===== src/rtl/fp_norm_round_pipe_if.sv =====
// Handshake bundle for fp_norm_round_pipe.
// The master side feeds products and consumes results. The slave side is the pipeline.
interface fp_norm_round_pipe_if #(
  parameter int MW = 23,
  parameter int EW = 8
);
  localparam int PW = 2 * MW + 2;

  logic              in_valid;
  logic              in_ready;
  logic              in_sign;
  logic [PW-1:0]     in_prod;
  logic [EW+1:0]     in_exp;
  logic              out_valid;
  logic              out_ready;
  logic              out_sign;
  logic [EW-1:0]     out_exp;
  logic [MW-1:0]     out_frac;
  logic              out_ovf;
  logic              out_unf;
  logic              out_inx;

  modport master (
    output in_valid, in_sign, in_prod, in_exp, out_ready,
    input  in_ready, out_valid, out_sign, out_exp, out_frac, out_ovf, out_unf, out_inx
  );

  modport slave (
    input  in_valid, in_sign, in_prod, in_exp, out_ready,
    output in_ready, out_valid, out_sign, out_exp, out_frac, out_ovf, out_unf, out_inx
  );
endinterface


===== src/rtl/fp_norm_round_pipe.sv =====
// Two-stage normalize / round / range-check pipeline for the FP multiplier.
// Stage 1 captures the raw product. Stage 2 registers the packed result and its flags.
// Optional feature macro NORM_RNE_EN:
//   - defined: round-to-nearest-even.
//   - undefined: truncation. The exponent carry path is then idle.
module fp_norm_round_pipe #(
  parameter int MW = 23,
  parameter int EW = 8
) (
  input  logic                 clk,
  input  logic                 arst,
  input  logic                 en,
  fp_norm_round_pipe_if.slave  bus
);
  localparam int PW = 2 * MW + 2;
  localparam int XW = EW + 2;
  localparam logic signed [XW-1:0] EXP_MAX  = XW'((1 << EW) - 1);
  localparam logic signed [XW-1:0] EXP_ZERO = '0;

  logic                 adv1;
  logic                 adv2;

  logic                 s1Valid_q;
  logic                 s1Sign_q;
  logic [PW-1:0]        s1Prod_q;
  logic signed [XW-1:0] s1Exp_q;

  logic                 s2Valid_q;
  logic                 outSign_q;
  logic [EW-1:0]        outExp_q;
  logic [MW-1:0]        outFrac_q;
  logic                 outOvf_q;
  logic                 outUnf_q;
  logic                 outInx_q;

  logic [PW-2:0]        norm;
  logic [MW-1:0]        fracN;
  logic                 guard;
  logic                 sticky;
  logic                 roundUp;
  logic                 carry;
  logic [MW-1:0]        fracR;
  logic signed [XW-1:0] expN;
  logic signed [XW-1:0] expR;

  logic                 outSign_d;
  logic [EW-1:0]        outExp_d;
  logic [MW-1:0]        outFrac_d;
  logic                 outOvf_d;
  logic                 outUnf_d;
  logic                 outInx_d;

  // Pipeline advance conditions. Stage 2 moves when empty or drained. Stage 1 moves when empty or stage 2 moves.
  always_comb begin
    adv2 = en & (~s2Valid_q | bus.out_ready);
    adv1 = en & (~s1Valid_q | adv2);
  end

  assign bus.in_ready  = adv1 & ~arst;
  assign bus.out_valid = s2Valid_q;
  assign bus.out_sign  = outSign_q;
  assign bus.out_exp   = outExp_q;
  assign bus.out_frac  = outFrac_q;
  assign bus.out_ovf   = outOvf_q;
  assign bus.out_unf   = outUnf_q;
  assign bus.out_inx   = outInx_q;

  // Normalize, round and range-check the stage-1 product into the next result word.
  always_comb begin
    // Left-align the product so the hidden bit always sits just above the fraction field.
    norm   = s1Prod_q[PW-1] ? s1Prod_q[PW-2:0] : {s1Prod_q[PW-3:0], 1'b0};
    fracN  = norm[PW-2 -: MW];
    guard  = norm[PW-2-MW];
    sticky = |norm[PW-3-MW:0];
    expN   = s1Exp_q + $signed({{(XW-1){1'b0}}, s1Prod_q[PW-1]});
`ifdef NORM_RNE_EN
    roundUp = guard & (sticky | fracN[0]);
`else
    roundUp = 1'b0;
`endif
    {carry, fracR} = {1'b0, fracN} + {{MW{1'b0}}, roundUp};
    expR = expN + $signed({{(XW-1){1'b0}}, carry});

    outSign_d = s1Sign_q;
    outExp_d  = '0;
    outFrac_d = '0;
    outOvf_d  = 1'b0;
    outUnf_d  = 1'b0;
    outInx_d  = 1'b0;
    if (s1Prod_q == '0) begin
      outExp_d = '0;
    end else if (expR >= EXP_MAX) begin
      outExp_d = '1;
      outOvf_d = 1'b1;
      outInx_d = 1'b1;
    end else if (expR <= EXP_ZERO) begin
      outUnf_d = 1'b1;
      outInx_d = 1'b1;
    end else begin
      outExp_d  = expR[EW-1:0];
      outFrac_d = fracR;
      outInx_d  = guard | sticky;
    end
  end

  // Stage 1 captures an accepted beat. An empty slot is left behind when stage 2 takes the beat and nothing new arrives.
  always_ff @(posedge clk) begin
    if (arst) begin
      s1Valid_q <= 1'b0;
      s1Sign_q  <= 1'b0;
      s1Prod_q  <= '0;
      s1Exp_q   <= '0;
    end else if (adv1) begin
      s1Valid_q <= bus.in_valid;
      if (bus.in_valid) begin
        s1Sign_q <= bus.in_sign;
        s1Prod_q <= bus.in_prod;
        s1Exp_q  <= $signed(bus.in_exp);
      end
    end
  end

  // Stage 2 registers the packed result. The result holds whenever the consumer stalls or enable is low.
  always_ff @(posedge clk) begin
    if (arst) begin
      s2Valid_q <= 1'b0;
      outSign_q <= 1'b0;
      outExp_q  <= '0;
      outFrac_q <= '0;
      outOvf_q  <= 1'b0;
      outUnf_q  <= 1'b0;
      outInx_q  <= 1'b0;
    end else if (adv2) begin
      s2Valid_q <= s1Valid_q;
      if (s1Valid_q) begin
        outSign_q <= outSign_d;
        outExp_q  <= outExp_d;
        outFrac_q <= outFrac_d;
        outOvf_q  <= outOvf_d;
        outUnf_q  <= outUnf_d;
        outInx_q  <= outInx_d;
      end
    end
  end
endmodule


===== src/flat_wrapper.sv =====
// flat-port wrapper written by rule: the top's interface ports become plain ports
module fp_norm_round_pipe_flat 
#(
  parameter int MW = 23,
  parameter int EW = 8
)
  (clk, arst, en, bus_in_valid, bus_in_sign, bus_in_prod, bus_in_exp, bus_out_ready, bus_in_ready, bus_out_valid, bus_out_sign, bus_out_exp, bus_out_frac, bus_out_ovf, bus_out_unf, bus_out_inx);
  fp_norm_round_pipe_if #(.MW(MW), .EW(EW)) bus_i ();
  input  logic clk;
  input  logic arst;
  input  logic en;
  input wire logic [$bits(bus_i.in_valid)-1:0] bus_in_valid;
  input wire logic [$bits(bus_i.in_sign)-1:0] bus_in_sign;
  input wire logic [$bits(bus_i.in_prod)-1:0] bus_in_prod;
  input wire logic [$bits(bus_i.in_exp)-1:0] bus_in_exp;
  input wire logic [$bits(bus_i.out_ready)-1:0] bus_out_ready;
  output wire logic [$bits(bus_i.in_ready)-1:0] bus_in_ready;
  output wire logic [$bits(bus_i.out_valid)-1:0] bus_out_valid;
  output wire logic [$bits(bus_i.out_sign)-1:0] bus_out_sign;
  output wire logic [$bits(bus_i.out_exp)-1:0] bus_out_exp;
  output wire logic [$bits(bus_i.out_frac)-1:0] bus_out_frac;
  output wire logic [$bits(bus_i.out_ovf)-1:0] bus_out_ovf;
  output wire logic [$bits(bus_i.out_unf)-1:0] bus_out_unf;
  output wire logic [$bits(bus_i.out_inx)-1:0] bus_out_inx;
  assign bus_i.in_valid = bus_in_valid;
  assign bus_i.in_sign = bus_in_sign;
  assign bus_i.in_prod = bus_in_prod;
  assign bus_i.in_exp = bus_in_exp;
  assign bus_i.out_ready = bus_out_ready;
  assign bus_in_ready = bus_i.in_ready;
  assign bus_out_valid = bus_i.out_valid;
  assign bus_out_sign = bus_i.out_sign;
  assign bus_out_exp = bus_i.out_exp;
  assign bus_out_frac = bus_i.out_frac;
  assign bus_out_ovf = bus_i.out_ovf;
  assign bus_out_unf = bus_i.out_unf;
  assign bus_out_inx = bus_i.out_inx;
  fp_norm_round_pipe #(.MW(MW), .EW(EW)) u_core (.clk(clk), .arst(arst), .en(en), .bus(bus_i));
endmodule

===== config.mk =====
export PLATFORM = sky130hd
export DESIGN_NAME = fp_norm_round_pipe_flat
export DESIGN_NICKNAME = d
export VERILOG_FILES = /design/src/rtl/fp_norm_round_pipe_if.sv /design/src/rtl/fp_norm_round_pipe.sv /design/src/flat_wrapper.sv
export SDC_FILE = /design/constraint.sdc
export NUM_CORES = 1
export LEC_CHECK = 0
export ABC_AREA = 1
export CORE_MARGIN = 1.5
export CORE_UTILIZATION = 30
export CTS_CLUSTER_DIAMETER = 30
export DETAILED_ROUTE_END_ITERATION = 12
export HOLD_SLACK_MARGIN = 0.06
export SYNTH_ARGS = -nofsm -noshare
export SYNTH_HDL_FRONTEND = slang
export SYNTH_SLANG_ARGS = --single-unit

===== constraint.sdc =====
create_clock -name clk -period 2.85 [get_ports clk]
set_input_delay 0.57 -clock clk [delete_from_list [all_inputs] [get_ports clk]]
set_output_delay 0.57 -clock clk [all_outputs]
set_load 0.02 [all_outputs]

* Word-level counts from Yosys, hierarchy flattened
Cells that the tools add are included.
** Storage, ports and cells
- Register bits :: 96
- Output and inout port bits :: 37
- Logic and storage cells :: 42
- Input port bits :: 64
** Operators by class
- Multiplexer cells :: 15
- Order comparisons :: 2
- Bitwise operators :: 9
- Reductions and logical operators :: 4
- Add/sub/neg operators :: 1
** Operators by type and width (number)
- 23-bit 2-to-1 mux :: 3
- 48-bit logical NOT :: 1
- 47-bit 2-to-1 mux :: 1
- 8-bit 2-to-1 mux :: 3
- 23-bit OR reduction :: 1
- 10-bit by 2-bit adder with 10-bit output :: 1
- 10-bit by 9-bit >= comparator with 1-bit output (second input constant) :: 1
- 10-bit by 1-bit less-or-equal comparator with 1-bit output (second input constant) :: 1
- 1-bit 2-to-1 mux :: 8
- 2-bit AND reduction :: 2
- 1-bit bitwise AND :: 3
- 1-bit inverter :: 3
- 1-bit OR :: 3

* Depth between registers and ports, before layout
Gate-level depths: netlist of run 1.
- Depth in word-level cells :: 6
- Mapped depth :: 15
- Gate-level depth less buffers :: 15

* Worst setup path after synthesis of run 1
No wires, ideal clock.
- Kind :: reg-to-reg
- Start :: reg u_core.s1Prod_q[47]
- End :: reg u_core.outFrac_q[10], in the netlist u_core.bus.out_frac[10]
- Path slack :: 938 ps
- Setup time :: 132 ps
- Clock period less this slack :: 1912 ps
- Stages on the path, launching flop included :: 15
- Data required time :: 2718 ps
- Path buffers :: 1
- Arrival time :: 1779 ps
- Cells stage by stage :: dfxtp_1 > ha_1 > ha_1 > nand2_2 > inv_1 > nand2_1 > nand2_1 > nand3_1 > nor2_2 > nand3_4 > nand2_4 > nor2_8 > buf_6 > nand2_1 > a21oi_1
** On the way
- Longest elaborated chain between the ends :: 5
- Elaborated cells on any way between the ends :: 8
- Classes of those cells :: add/sub (1); order compare (2); mux (4); reduce/logical (1)
** RTL lines
- from (decl) :: RTL line fp_norm_round_pipe.sv:25 : logic [PW-1:0] s1Prod_q;
- from (signal assigned) :: RTL line fp_norm_round_pipe.sv:117 : s1Prod_q <= bus.in_prod;
- 10-bit by 2-bit adder with 10-bit output :: RTL line fp_norm_round_pipe.sv:75 : expN = s1Exp_q + $signed({{(XW-1){1'b0}}, s1Prod_q[PW-1]});
- 10-bit by 1-bit less-or-equal comparator with 1-bit output :: RTL line fp_norm_round_pipe.sv:96 : end else if (expR <= EXP_ZERO) begin
- 23-bit 2-to-1 mux :: RTL line fp_norm_round_pipe.sv:96
- 23-bit 2-to-1 mux :: RTL line fp_norm_round_pipe.sv:92 : end else if (expR >= EXP_MAX) begin
- 23-bit 2-to-1 mux * :: RTL line fp_norm_round_pipe.sv:90 : if (s1Prod_q == '0) begin
- to (signal assigned) :: RTL line fp_norm_round_pipe.sv:138 : outFrac_q <= outFrac_d;
- to (decl) :: RTL line fp_norm_round_pipe.sv:31 : logic [MW-1:0] outFrac_q;
Mark *: on every way between the ends. The rest lies on a longest branch, timed or not.
A chain may end at the register's enable or synchronous reset.

* Worst setup path after layout of run 1
- Start :: in en
- End :: out bus_in_ready
** On the way
- Longest elaborated chain between the ends :: 4
** RTL lines
- from (decl) :: RTL line flat_wrapper.sv:11 : input logic en;
- 1-bit bitwise AND :: RTL line fp_norm_round_pipe.sv:55 : adv2 = en & (~s2Valid_q | bus.out_ready);
- 1-bit OR :: RTL line fp_norm_round_pipe.sv:56 : adv1 = en & (~s1Valid_q | adv2);
- 1-bit bitwise AND * :: RTL line fp_norm_round_pipe.sv:56
- 1-bit bitwise AND * :: RTL line fp_norm_round_pipe.sv:59 : assign bus.in_ready = adv1 & ~arst;
- to (decl) :: RTL line flat_wrapper.sv:17 : output wire logic [$bits(bus_i.in_ready)-1:0] bus_in_ready;
Marks and branches as above.

==> results of run 1 <==
registers in the layout, summed over array words and instances, names as in the netlist:
name                  cells
u_core.bus.out_frac      23
u_core.s1Prod_q          48
u_core.bus.out_valid      1
u_core.outSign_d          1
u_core.bus.out_sign       1
u_core.bus.out_ovf        1
u_core.s1Exp_q           10
u_core.bus.out_unf        1
u_core.bus.out_inx        1
u_core.bus.out_exp        8
u_core.s1Valid_q          1
area by class of cell:
cell class | instances | share of cell area, %
repair buffers | 108 | 18.6
clock buffers | 10 | 3.96
inverters | 39 | 2.53
multi-input cells | 454 | 36.7
clock inverters | 6 | 1.04
well taps | 180 | 3.90
flip-flops and latches | 96 | 33.3
stage by stage:
stage	cells	hold WS, ns	setup slack [ns]	util [%]	area (um2)
6_report	893	0.463	0.154	41.3	5780
3_5_place_dp	877	0.455	0.146	39.2	5490
4_1_cts	893	0.465	0.139	41.3	5780
2_1_floorplan	622	0.441	0.938	-	4330
3_3_place_gp	877	0.453	0.218	39.2	5490
5_1_grt	893	0.484	0.0429	41.3	5780
cells in the mapped netlist:
| library cell | instances |
|---|---|
| a21oi_1 | 57 |
| buf_1 | 2 |
| buf_2 | 5 |
| buf_6 | 2 |
| clkbuf_1 | 24 |
| dfxtp_1 | 96 |
| ha_1 | 2 |
| inv_1 | 35 |
| inv_2 | 4 |
| mux2i_1 | 19 |
| nand2_1 | 106 |
| nand2_2 | 6 |
| nand2_4 | 1 |
| nand3_1 | 25 |
| nand3_2 | 1 |
| nand3_4 | 1 |
| nand4_1 | 4 |
| nor2_1 | 160 |
| nor2_2 | 1 |
| nor2_4 | 2 |
| nor2_8 | 1 |
| nor3_1 | 4 |
| nor4_1 | 1 |
| o21ai_0 | 62 |
| o21bai_1 | 1 |
critical path, stage by stage:
cell             delay [ns]
clkdlybuf4s50_1        0.45
inv_1                  0.07
a21oi_1                0.18
nor2_1                 0.10
nor3_1                 0.13
clkdlybuf4s50_1        0.63
kinds of logic after synthesis:
logic type	after synthesis	synth area share (%)
compound gates	120	13.9
flops	96	44.4
buf+inv	72	6.73
fa+ha+maj	2	0.578
simple gates	313	30.0
mux	19	4.39
metal layers:
metal	vias up	part of all wire (%)	global-route usage [%]
li1	2164	-	-
met1	1818	50	19.9
met2	70	45	25.6
met3	10	3.5	2.77
met4	0	1.1	4.31
met5	-	0	0
power breakdown:
part           switching, mW  total [mW]  internal [mW]
logic                  0.252       0.464          0.213
registers             0.0473        1.46           1.41
clock network          0.510        1.19          0.676
how the worst min path moves through the flow:
stage,start,endpoint,slack [ns],depth (start not counted)
global placement,u_core.bus.out_ovf,u_core.bus.out_ovf,0.45,2
global route,u_core.bus.out_frac[2],u_core.bus.out_frac[2],0.48,2
CTS,u_core.bus.out_ovf,u_core.bus.out_ovf,0.47,2
finish,u_core.bus.out_frac[21],u_core.bus.out_frac[21],0.46,2
floorplan,u_core.outSign_d,u_core.bus.out_sign,0.44,2
detailed placement,u_core.bus.out_ovf,u_core.bus.out_ovf,0.46,2
==> impl_results.md, run 1 <==
- RR Startpoint: u_core.s1Prod_q[47]
- Final Cycle Share: a little over nine tenths
- Worst Setup SP: en
- Sum of negative setup slack: 0 ns
- Drt drc: 0
- Worst setup endpoint: bus_in_ready
- Post-Route WL: 11.1 mm
- Min Clock Period, post-route: 2.70 ns
- Setup bufs post-CTS: 0
- Clk sink count: 96
- GRT Overall Usage: between 10% and 20%
- Sequential fraction of the synthesis area: 44.4%
- Final ANT Viol Nets: 0
- Core area: 0.0140 mm2
- WL per Instance: roughly 12 um
- Startpoint Class: primary input
- Vias in the first global route: 3894
- Fill cell count: 1498
- Crit path required time: 2.28 ns
- Syn_area_per_cell: 6.96 um2
- Worst Hold Class: flip-flop to flip-flop
- DR vias: 4062
- Commonest non-fill, non-tap cell in the layout: nor2_1
- First-pass GRT wire length: 18.1 mm
- Clock slew at reported path FFs: 0.06 ns
- Flops & latches, synth: 96
- Initial Util: 31.0%
- First-pass iteration count of the detailed router: 4
- Initial antenna violation count: 0
- Register area: 0.00192 mm2
- Synth top area share: 44.4%
- Cell Rows: 43
- Root buffer cell: clkbuf_16
- Synth cell types: 25
- RSZ-0062 raised after global routing: false
- Clk_skew: 0.00593 ns
- Cell taking the most area after synthesis: dfxtp_1
- Slew Viols, Final: 0
- Detail Placement HPWL: 8.28 mm
- Max_cap viols: 0
- Global route total overflow: 0
- Final hold violations: 0
- Multi-input gate area: around 0.0021 mm2
- Pleak: 2.25 nW
- Total CTS buffers: 9
- Resized cells post-CTS: 0
- Status: completed
- Critical R2R Capture: u_core.bus.out_exp[0]
- Share of cells above drive strength 1: around 5.8%
- Vias/cell: 4.55
- Reg2Reg Setup Slack: 0.46 ns
- Fmax: 371 MHz
- CTS max path bufs: 2
- RePlAce Congestion: 0.796
- First DRT Iteration DRCs: 198
- Synthesized area: approximately 0.0043 mm2
- Crit path arrival time: 2.13 ns
- Die area: 0.0152 mm2
- Port bufs: 100
- H-tree level count: 3
- Largest cells by area after synthesis: dfxtp_1, nor2_1, nand2_1, o21ai_0, a21oi_1
- Die Y: 123 um
- Slew margin rel.: 68.7%
- CTS tree: yes
- Worst-path fanout max: 4
- Synth Instances: about 620
- Die width: 123 um
- CP endpoint kind: output port
- Antenna cells: 0
- Largest net degree at the start of global routing: 55
- R2r worst-path depth: 14
- Pwr Total: 3.11 mW
- Final setup violation count: 0
- Worst vdd ir: 0.275 mV
- Nets: around 770
- CTS Hold Bufs: 0
- Worst-Skew Late Latency: 0.34 ns
- Worst slew pin tran: 0.468 ns
- Most frequent cells in the layout: nor2_1, nand2_1, clkdlybuf4s50_1, dfxtp_1, o21ai_0
- Synthesis-to-layout area growth: 33.4%
- Post-synth net total: a little under 700
- Synth warn: 0
- I/O pin total: around 100
- CP Class: primary input to output port
- PwrDens: about 540 mW/mm2
(Power assumes the default switching activity.)
==> inputs of run 2 (changes only) <==
--- a/config.mk
+++ b/config.mk
@@ -11,6 +11,7 @@
 export CTS_CLUSTER_DIAMETER = 30
 export DETAILED_ROUTE_END_ITERATION = 12
 export HOLD_SLACK_MARGIN = 0.06
+export SETUP_SLACK_MARGIN = 0.02
 export SYNTH_ARGS = -nofsm -noshare
 export SYNTH_HDL_FRONTEND = slang
 export SYNTH_SLANG_ARGS = --single-unit
==> results of run 2 <==
No change in the layout: final DEF, timing and power equal those of run 1.
